`src/rtl/uart_rx_frame.sv`:
```
// rtl/uart_rx_frame.sv - oversampled UART receiver with multi-character frame assembly
module uart_rx_frame #(
  parameter int DATA_BITS = 8,
  parameter int OSR       = 8,
  parameter int NBYTES    = 4,
  parameter int IDLE_TO   = 16
) (
  input  logic                          clk,
  input  logic                          rst,
  input  logic                          sample_clk,
  input  logic                          rxd,
  input  logic                          parity_en,
  input  logic                          parity_kind,
  output logic [NBYTES*DATA_BITS-1:0]   frame_data,
  output logic                          frame_valid,
  input  logic                          frame_ready,
  output logic                          frame_perr,
  output logic                          frame_ferr,
  output logic                          overrun
);

  localparam int FW        = NBYTES * DATA_BITS;
  localparam int TW        = $clog2(OSR);
  localparam int BW        = $clog2(DATA_BITS + 1);
  localparam int IXW       = (NBYTES > 1) ? $clog2(NBYTES) : 1;
  localparam int IDLE_LIM  = IDLE_TO * OSR;
  localparam int IW        = (IDLE_LIM > 0) ? $clog2(IDLE_LIM + 1) : 1;
  localparam int IDLE_LAST = (IDLE_LIM > 0) ? IDLE_LIM - 1 : 0;

  localparam logic [TW-1:0]  HALF_M1   = TW'(OSR / 2 - 1);
  localparam logic [TW-1:0]  OSR_M1    = TW'(OSR - 1);
  localparam logic [BW-1:0]  BITS_M1   = BW'(DATA_BITS - 1);
  localparam logic [IXW-1:0] LAST_IDX  = IXW'(NBYTES - 1);
  localparam logic [IW-1:0]  IDLE_LAST_W = IW'(IDLE_LAST);

  localparam logic [2:0] S_IDLE   = 3'd0;
  localparam logic [2:0] S_START  = 3'd1;
  localparam logic [2:0] S_DATA   = 3'd2;
  localparam logic [2:0] S_PARITY = 3'd3;
  localparam logic [2:0] S_STOP   = 3'd4;

  logic                 rxd_meta_q, rxd_meta_d;
  logic                 rxd_s_q, rxd_s_d;
  logic [2:0]           state_q, state_d;
  logic [TW-1:0]        tick_q, tick_d;
  logic [BW-1:0]        bit_q, bit_d;
  logic [DATA_BITS-1:0] shreg_q, shreg_d;
  logic                 pen_q, pen_d;
  logic                 pkind_q, pkind_d;
  logic                 cperr_q, cperr_d;
  logic                 wait_high_q, wait_high_d;
  logic [IXW-1:0]       idx_q, idx_d;
  logic [FW-1:0]        asm_q, asm_d;
  logic                 aperr_q, aperr_d;
  logic                 aferr_q, aferr_d;
  logic [IW-1:0]        idle_q, idle_d;
  logic                 cmpl_q, cmpl_d;
  logic                 cmpl_perr_q, cmpl_perr_d;
  logic                 cmpl_ferr_q, cmpl_ferr_d;
  logic                 valid_q, valid_d;
  logic [FW-1:0]        data_q, data_d;
  logic                 perr_q, perr_d;
  logic                 ferr_q, ferr_d;
  logic                 ovr_q, ovr_d;
  logic                 accept;

  assign frame_data  = data_q;
  assign frame_valid = valid_q;
  assign frame_perr  = perr_q;
  assign frame_ferr  = ferr_q;
  assign overrun     = ovr_q;
  assign accept      = valid_q && frame_ready;

  // Two-stage synchroniser for the asynchronous line input
  always_comb begin
    rxd_meta_d = rxd;
    rxd_s_d    = rxd_meta_q;
  end

  // Character FSM, frame assembly and idle-timeout resync, advancing on sample ticks
  always_comb begin
    state_d     = state_q;
    tick_d      = tick_q;
    bit_d       = bit_q;
    shreg_d     = shreg_q;
    pen_d       = pen_q;
    pkind_d     = pkind_q;
    cperr_d     = cperr_q;
    wait_high_d = wait_high_q;
    idx_d       = idx_q;
    asm_d       = asm_q;
    aperr_d     = aperr_q;
    aferr_d     = aferr_q;
    idle_d      = idle_q;
    cmpl_d      = 1'b0;
    cmpl_perr_d = cmpl_perr_q;
    cmpl_ferr_d = cmpl_ferr_q;
    if (sample_clk) begin
      case (state_q)
        S_IDLE: begin
          if (wait_high_q) begin
            // a low stop bit leaves the line low; it must go high before a new start
            if (rxd_s_q) wait_high_d = 1'b0;
          end else if (!rxd_s_q) begin
            state_d = S_START;
            tick_d  = TW'(1);
            idle_d  = '0;
          end
        end
        S_START: begin
          if (rxd_s_q) begin
            state_d = S_IDLE;
          end else if (tick_q == HALF_M1) begin
            state_d = S_DATA;
            tick_d  = '0;
            bit_d   = '0;
            pen_d   = parity_en;
            pkind_d = parity_kind;
            cperr_d = 1'b0;
          end else begin
            tick_d = tick_q + 1'b1;
          end
        end
        S_DATA: begin
          if (tick_q == OSR_M1) begin
            tick_d  = '0;
            shreg_d = {rxd_s_q, shreg_q[DATA_BITS-1:1]};
            if (bit_q == BITS_M1) state_d = pen_q ? S_PARITY : S_STOP;
            else                  bit_d   = bit_q + 1'b1;
          end else begin
            tick_d = tick_q + 1'b1;
          end
        end
        S_PARITY: begin
          if (tick_q == OSR_M1) begin
            tick_d  = '0;
            cperr_d = rxd_s_q ^ (pkind_q ^ (^shreg_q));
            state_d = S_STOP;
          end else begin
            tick_d = tick_q + 1'b1;
          end
        end
        S_STOP: begin
          if (tick_q == OSR_M1) begin
            tick_d      = '0;
            state_d     = S_IDLE;
            wait_high_d = !rxd_s_q;
            for (int i = 0; i < NBYTES; i++) begin
              if (idx_q == IXW'(i)) asm_d[i*DATA_BITS +: DATA_BITS] = shreg_q;
            end
            if (idx_q == LAST_IDX) begin
              idx_d       = '0;
              cmpl_d      = 1'b1;
              cmpl_perr_d = aperr_q | cperr_q;
              cmpl_ferr_d = aferr_q | !rxd_s_q;
              aperr_d     = 1'b0;
              aferr_d     = 1'b0;
            end else begin
              idx_d   = idx_q + 1'b1;
              aperr_d = aperr_q | cperr_q;
              aferr_d = aferr_q | !rxd_s_q;
            end
          end else begin
            tick_d = tick_q + 1'b1;
          end
        end
        default: state_d = S_IDLE;
      endcase
      // a partial frame followed by a long idle line is abandoned
      if (IDLE_LIM > 0 && state_q == S_IDLE) begin
        if (idx_q == '0) begin
          idle_d = '0;
        end else if (rxd_s_q) begin
          if (idle_q == IDLE_LAST_W) begin
            idle_d  = '0;
            idx_d   = '0;
            aperr_d = 1'b0;
            aferr_d = 1'b0;
          end else begin
            idle_d = idle_q + 1'b1;
          end
        end
      end
    end
  end

  // Output register with valid/ready handshake; a frame arriving while one is held is dropped
  always_comb begin
    valid_d = valid_q;
    data_d  = data_q;
    perr_d  = perr_q;
    ferr_d  = ferr_q;
    ovr_d   = ovr_q;
    if (cmpl_q) begin
      if (!valid_q || accept) begin
        valid_d = 1'b1;
        data_d  = asm_q;
        perr_d  = cmpl_perr_q;
        ferr_d  = cmpl_ferr_q;
      end else begin
        ovr_d = 1'b1;
      end
    end else if (accept) begin
      valid_d = 1'b0;
    end
  end

  // State registers; the synchroniser resets to the idle-high line level
  always_ff @(posedge clk) begin
    if (rst) begin
      rxd_meta_q  <= 1'b1;
      rxd_s_q     <= 1'b1;
      state_q     <= S_IDLE;
      tick_q      <= '0;
      bit_q       <= '0;
      shreg_q     <= '0;
      pen_q       <= 1'b0;
      pkind_q     <= 1'b0;
      cperr_q     <= 1'b0;
      wait_high_q <= 1'b0;
      idx_q       <= '0;
      asm_q       <= '0;
      aperr_q     <= 1'b0;
      aferr_q     <= 1'b0;
      idle_q      <= '0;
      cmpl_q      <= 1'b0;
      cmpl_perr_q <= 1'b0;
      cmpl_ferr_q <= 1'b0;
      valid_q     <= 1'b0;
      data_q      <= '0;
      perr_q      <= 1'b0;
      ferr_q      <= 1'b0;
      ovr_q       <= 1'b0;
    end else begin
      rxd_meta_q  <= rxd_meta_d;
      rxd_s_q     <= rxd_s_d;
      state_q     <= state_d;
      tick_q      <= tick_d;
      bit_q       <= bit_d;
      shreg_q     <= shreg_d;
      pen_q       <= pen_d;
      pkind_q     <= pkind_d;
      cperr_q     <= cperr_d;
      wait_high_q <= wait_high_d;
      idx_q       <= idx_d;
      asm_q       <= asm_d;
      aperr_q     <= aperr_d;
      aferr_q     <= aferr_d;
      idle_q      <= idle_d;
      cmpl_q      <= cmpl_d;
      cmpl_perr_q <= cmpl_perr_d;
      cmpl_ferr_q <= cmpl_ferr_d;
      valid_q     <= valid_d;
      data_q      <= data_d;
      perr_q      <= perr_d;
      ferr_q      <= ferr_d;
      ovr_q       <= ovr_d;
    end
  end

endmodule

```
`config.mk`:
```
export PLATFORM = sky130hd
export DESIGN_NAME = uart_rx_frame
export DESIGN_NICKNAME = d
export VERILOG_FILES = /design/src/rtl/uart_rx_frame.sv
export SDC_FILE = /design/constraint.sdc
export NUM_CORES = 1
export LEC_CHECK = 0
export BUFFER_PORTS_ARGS = -buffer_cell sky130_fd_sc_hd__clkbuf_2
export CORE_MARGIN = 2
export CORE_UTILIZATION = 60
export CTS_BUF_LIST = sky130_fd_sc_hd__clkbuf_4 sky130_fd_sc_hd__clkbuf_8
export CTS_CLUSTER_SIZE = 10
export DETAILED_ROUTE_END_ITERATION = 12
export PLACE_DENSITY_LB_ADDON = 0.12
export SLEW_MARGIN = 30
export SYNTH_ARGS = -nofsm -noshare
export SYNTH_HDL_FRONTEND = slang
export SYNTH_SLANG_ARGS = --single-unit
```
`constraint.sdc`:
```
create_clock -name clk -period 5.85 [get_ports clk]
set_clock_uncertainty 0.05 [all_clocks]
set_input_delay 1.4625 -clock clk [delete_from_list [all_inputs] [get_ports clk]]
set_output_delay 1.4625 -clock clk [all_outputs]
set_load 0.03 [all_outputs]
```
== After elaboration in Yosys (flattened, before gate mapping) ==
Cells that the tools add are included.
Cells by class
  eq/ne operators: 22
  add/sub/neg operators: 4
  reductions and logical operators: 28
  multiplexer cells: 58
  bitwise operators: 9
Operator list (number)
  8-bit 2-to-1 mux: 6
  3-bit 2-to-1 mux: 12
  1-bit 2-to-1 mux: 24
  4-bit AND reduction: 5
  2-bit inequality test (second input constant): 9
  4-bit 2-to-1 mux: 4
  3-bit case mux with 5 select lines: 1
  2-bit 2-to-1 mux: 7
  5-bit AND reduction: 2
  3-bit by 2-bit equality test with 1-bit output (second input constant): 3
  3-bit case mux with 3 select lines: 1
  8-bit by 1-bit adder with 8-bit output (second input constant): 1
  8-bit by 7-bit equality test with 1-bit output (second input constant): 1
  4-bit case mux with 2 select lines: 1
  8-bit AND reduction: 1
  2-bit nonzero test: 4
  8-bit parity: 1
  3-bit equality test (second input constant): 2
  2-bit AND reduction: 3
  3-bit AND reduction: 2
  6-bit AND reduction: 1
  1-bit NOT: 5
  4-bit by 1-bit adder with 4-bit output (second input constant): 1
  2-bit equality test (second input constant): 2
  other kinds (18): 22
Word-level totals
  logic and storage cells: 147
  output and inout bits: 36
  input port bits: 7
  register bits: 107

== Longest topological paths before layout ==
Gate-level depths: netlist of run 1.
  word-level depth: 9
  gate-level depth with buffers: 9
  mapped depth without buffers: 8

== Least setup slack after synthesis of run 1 ==
OpenSTA, ideal clock, no wires.
  path kind: input-to-reg
  from: input port sample_clk
  to: register idx_q[0]
  arrival time: 2.725 ns
  buffers on the path: 1
  required time: 5.685 ns
  path slack: 2.961 ns
  library setup time: 0.115 ns
  cell stages on the path: 6
  cells stage by stage: or4b_1 -> or2_1 -> clkbuf_1 -> nor3_1 -> or3_1 -> nor2_1
RTL lines
  from (decl): line 10  | input logic sample_clk,
  to (signal assigned): line 245  | idx_q <= idx_d;
  to (decl): line 52  | logic [IXW-1:0] idx_q, idx_d;

== Worst setup path in the final report of run 1 ==
  from: input port sample_clk
  to: register asm_q[14]
On the way
  cells in the longest elaborated chain, start to end: 1
RTL lines
  4-bit AND reduction (no source line)
  to (signal assigned): line 246  | asm_q <= asm_d;
  to (decl): line 53  | logic [FW-1:0] asm_q, asm_d;
Every way passes these cells.
A chain may end at the register's enable or synchronous reset.

==> results of run 1 <==
[power breakdown]
| part | internal (mW) | leakage (nW) | switching [mW] |
|---|---|---|---|
| clock network | 0.207 | 0.0973 | 0.252 |
| logic | 0.00966 | 0.742 | 0.0219 |
| registers | 0.730 | 0.862 | 0.00336 |
[synth_stat cells (3+ instances only)]
cell        n  area, um2
nand2_1   131        492
dfxtp_1   107       2140
a21oi_1    94        470
clkbuf_1   37        139
nand3_1    33        165
nor2_1     29        109
o21ai_0    18       90.1
nor3_1     13       65.1
ha_1       10        125
inv_1      10       37.5
xnor2_1     7       61.3
nand2b_1    6       37.5
buf_2       5       25.0
nor2b_1     5       31.3
and3_1      4       25.0
xor2_1      4       35.0
and2_1      3       18.8
mux2i_1     3       30.0
[worst max-delay path, stage by stage]
cell      delay, ns
clkbuf_2       0.21
nand2_1        0.25
nor2_2         0.53
buf_4          0.33
nand2_1        0.21
nand2_1        0.14
a21oi_1        0.08
[registers in the layout, summed over array words and instances (netlist names), 2 cells and up]
name        count
bit_q           4
idx_q           2
state_q         3
asm_q          32
shreg_q         8
idle_q          8
frame_data     32
tick_q          3
[metal layers]
metal  GRT usage  vias up  wire length, um
met5           0        -                0
met4      0.0833        0              201
met3      0.0402       21              381
met2       0.366       91             4070
met1       0.288     1697             4060
li1            -     1904                -
[logic make-up (layout without fill, tap and decap cells)]
kind of cell | after synthesis | count (layout) | synth area share
adder cells (fa/ha/maj) | 10 | 10 | 0.0283
AND/OR/NAND/NOR | 242 | 242 | 0.247
XOR/XNOR | 12 | 12 | 0.0269
flip-flops | 107 | 107 | 0.485
multiplexers | 3 | 3 | 0.00680
buffers and inverters | 52 | 70 | 0.0456
AO/OA/AOI/OAI | 131 | 131 | 0.160
[worst max path at each step]
stage          slack, ns        end  cells after the start        from
6_report            2.82  asm_q[14]                      7  sample_clk
5_1_grt             2.64  asm_q[14]                      7  sample_clk
4_1_cts             2.85   asm_q[1]                      7  sample_clk
3_5_place_dp        2.46   asm_q[1]                      7  sample_clk
3_3_place_gp        2.54   asm_q[7]                      7  sample_clk
2_1_floorplan       2.96   idx_q[0]                      6  sample_clk
[area by class of cell]
class,count,area [um2]
sequential,107,2140
clock buffer,10,131
timing repair buffer,44,228
multi-input combinational,398,2080
inverter,10,37.5
fill,621,2360
tap,99,124
clock inverter,6,71.3
==> flow_summary.toml, run 1 <==
[placed_design]
placed_cells = 658
place_congestion = 0.854
dp_hpwl_um = 5860
post_dp_cell_area_mm2 = 0.00461
place_ws_ns = 2.46
port_buffers = 42

[final_layout]
final_core_util = 0.671
fin_area_mm2 = 0.00481
drive_gt1_frac = 0.120
layout.nets = 587
antenna_cells = 0
most-common-layout-cells = "nand2_1, dfxtp_1, a21oi_1"
fin_cells = 674
syn_to_final_growth_pct = 9.07
final_common_cell = "nand2_1"

[floorplan]
die_y_um = 89.8
core_mm2 = 0.00718
die_area_mm2 = 0.00806
fp.dieW_um = 89.8
start_util = 0.615
io_pins = 43
rows = 31

[sta]
holdWs_ns = 0.364
final.setup.tns_ns = 0
tightestPinTransition_ns = 0.697
setup_violations = 0
fin_crit_ns = 3.03
layout_worst_path_cycle_share = 0.519
grt_setup_unrepaired = "no"
fmax_mhz = 330
slew_violations = 0
finalHoldViolCount = 0
setup_slack_ns = 2.82
slew-limit-headroom = 0.534

[global_route]
grt_usage = 0.220
overflow = 0
grt_first_pass_wirelength_um = 14800
grt_max_degree = 56
antenna_found_initial = 0
grt_pass1_vias = 3273

[route]
vias_per_cell = 5.51
drt-total-wl_um = 8710
antenna_left = 0
vias = 3713
drc = 0
drt_iter0_drc = 256
dr.pass1.iters = 5
wire_per_inst_um = 12.9

[cts]
cts_max_path_buffers = 2
cts.clk_slew.worst_paths_ns = 0.09
cts_resized = 0
cts_root_buf = "clkbuf_8"
cts_buffers = 9
htree_levels = 3
postCtsHoldBufs = 0
cts_tree = "done"
cts_setup_buffers = 0
insertion_delay_ns = 0.37
cts_sinks = 107

[worst_setup_path]
crit_path_end_kind = "flip-flop"
reg2reg_from = "tick_q[0]"
r2r_end = "asm_q[14]"
critPathKind = "primary input to flip-flop"
startpoint_type = "primary input"
worstPathRequired_ns = 6.03
worstRegToRegCells = 8
rrSetupSlack_ns = 3.17
worstPathArrival_ns = 3.21
cp_max_fo = 19

[logic_synthesis]
synth_edf_count = 0
syn_area_per_cell_um2 = 7.93
synth_warnings = 0
async_flop_share = 0
ys_seq_area_frac = 0.485
ys_ff_latch = 107
synth_cell_types = 46
syn_area_mm2 = 0.00441
synthFlopType = "dfxtp_1"
synth_nets = 574
synth_cells = 557

[power_and_ir_drop]
vdd_drop_max_mv = 0.125
p_per_area_mw_per_mm2 = 254
p_leak_nw = 1.70
power_mw = 1.22

[run_status]
outcome = "complete, no violations"

[hold_path]
holdPathEnd = "rxd_s_q"
hp-start = "rxd_meta_q"
hp-class = "flip-flop to flip-flop"
min_delay_path_depth = 1

[flow_run]
maxCapViolations = 0
No activity file was read; power rests on OpenSTA's default activity.
==> run 2: changes to the inputs <==
- clock period: 5.85 -> 3 ns (I/O delays scaled with it)
==> flow_summary.toml, run 2 (same netlist as run 1, synthesis figures left out) <==
[run_status]
outcome = "complete, no violations"

[power_and_ir_drop]
power.switching_uw = 547
p_per_area_mw_per_mm2 = 479
p_leak_nw = 1.70
swShare = 0.238
power.internal_mw = 1.75
seq_power_share = 0.622
vdd_drop_max_mv = 0.244
combPwrFrac = 0.028
clockPowerShare = 0.350
power_mw = 2.30

[global_route]
grt_max_degree = 65
antenna_found_initial = 0
overflow = 0
grt_usage = 0.227
grt_pass1_vias = 3485
grt_first_pass_wirelength_um = 15300

[flow_run]
maxCapViolations = 0

[cts]
cts_max_path_buffers = 2
cts_setup_buffers = 0
cts_tree = "done"
cts_root_buf = "clkbuf_8"
postCtsHoldBufs = 0
cts_buffers = 9
cts_resized = 0
htree_levels = 3
cts_sinks = 107
cts.clk_slew.worst_paths_ns = 0.10
insertion_delay_ns = 0.37

[sta]
finalHoldViolCount = 0
grt_setup_unrepaired = "no"
fmax_mhz = 395
slew_violations = 0
setup_violations = 0
fin_crit_ns = 2.53
final.setup.tns_ns = 0
layout_worst_path_cycle_share = 0.844
holdWs_ns = 0.366
slew-limit-headroom = 0.572
tightestPinTransition_ns = 0.643

[final_layout]
drive_gt1_frac = 0.120
most-common-layout-cells = "nand2_1, dfxtp_1, a21oi_1"
syn_to_final_growth_pct = 8.82
n_fill_cell = 642
final_core_util = 0.669
final_common_cell = "nand2_1"
layout.nets = 589
antenna_cells = 0

[hold_path]
hp-class = "flip-flop to flip-flop"
holdPathEnd = "rxd_s_q"
min_delay_path_depth = 1
hp-start = "rxd_meta_q"

[route]
drt_iter0_drc = 170
vias = 3761
drt-total-wl_um = 8900
vias_per_cell = 5.57
antenna_left = 0
dr.pass1.iters = 5
drc = 0
wire_per_inst_um = 13.2

[floorplan]
start_util = 0.615
die_y_um = 89.8
io_pins = 43
rows = 31
fp.dieW_um = 89.8
die_area_mm2 = 0.00806
core_mm2 = 0.00718

[worst_setup_path]
worstPathRequired_ns = 3.19
critPathKind = "flip-flop to flip-flop"
startpoint_type = "flip-flop"
r2r_end = "asm_q[7]"
rrSetupSlack_ns = 0.47
critPathLaunch = "tick_q[0]"
cp_max_fo = 28
worstRegToRegCells = 8
worstPathArrival_ns = 2.73
crit_path_end_kind = "flip-flop"
reg2reg_from = "tick_q[0]"

[placed_design]
port_buffers = 42
place_congestion = 0.830
dp_hpwl_um = 6100
run 2: area by class of cell:
cell class / instances / area [um2] / area share
Clock inverter: 6 / 50.0 / 0.0104
Multi-Input combinational cell: 398 / 2070 / 0.432
Timing Repair Buffer: 46 / 253 / 0.0526
Clock buffer: 9 / 124 / 0.0258
Tap cell: 99 / 124 / 0.0258
Inverter: 10 / 37.5 / 0.00781
Sequential cell: 107 / 2140 / 0.446
run 2: metal layers:
layer	track usage	routed length, um	up-vias
met2	0.417	4540	67
li1	-	-	1899
met1	0.272	3960	1785
met5	0	0	-
met3	0.0302	262	10
met4	0.0795	129	0
run 2: power by group through the flow:
stage,registers [mW],clock network (mW),logic [mW]
detailed placement,1.46,0,0.0630
floorplan,1.46,0,0.0521
global route,1.43,0.877,0.0701
CTS,1.43,0.821,0.0634
global placement,1.46,0,0.0618
finish,1.43,0.804,0.0640
run 2: critical path: stages (launching register included):
cell,delay [ns]
dfxtp_1,0.39
ha_1,0.22
ha_1,0.34
nand2_1,0.29
nor2_2,0.32
buf_4,0.33
nand2_1,0.24
nand2_1,0.15
a21oi_1,0.07
run 2: how the worst max path moves through the flow:
stage          cells past startpoint  slack [ns]        to
4_1_cts                            8        0.51  asm_q[2]
3_3_place_gp                       6        0.60   aperr_q
3_5_place_dp                       8        0.52  asm_q[2]
5_1_grt                            8        0.29  asm_q[7]
2_1_floorplan                      6        0.82  idx_q[0]
6_report                           8        0.47  asm_q[7]
run 2: through the flow:
step,area (um2),setup WS [ns],cells
2_1_floorplan,4410,0.823,557
3_3_place_gp,4630,0.599,660
3_5_place_dp,4630,0.516,660
4_1_cts,4800,0.512,675
5_1_grt,4800,0.289,675
6_report,4800,0.467,675
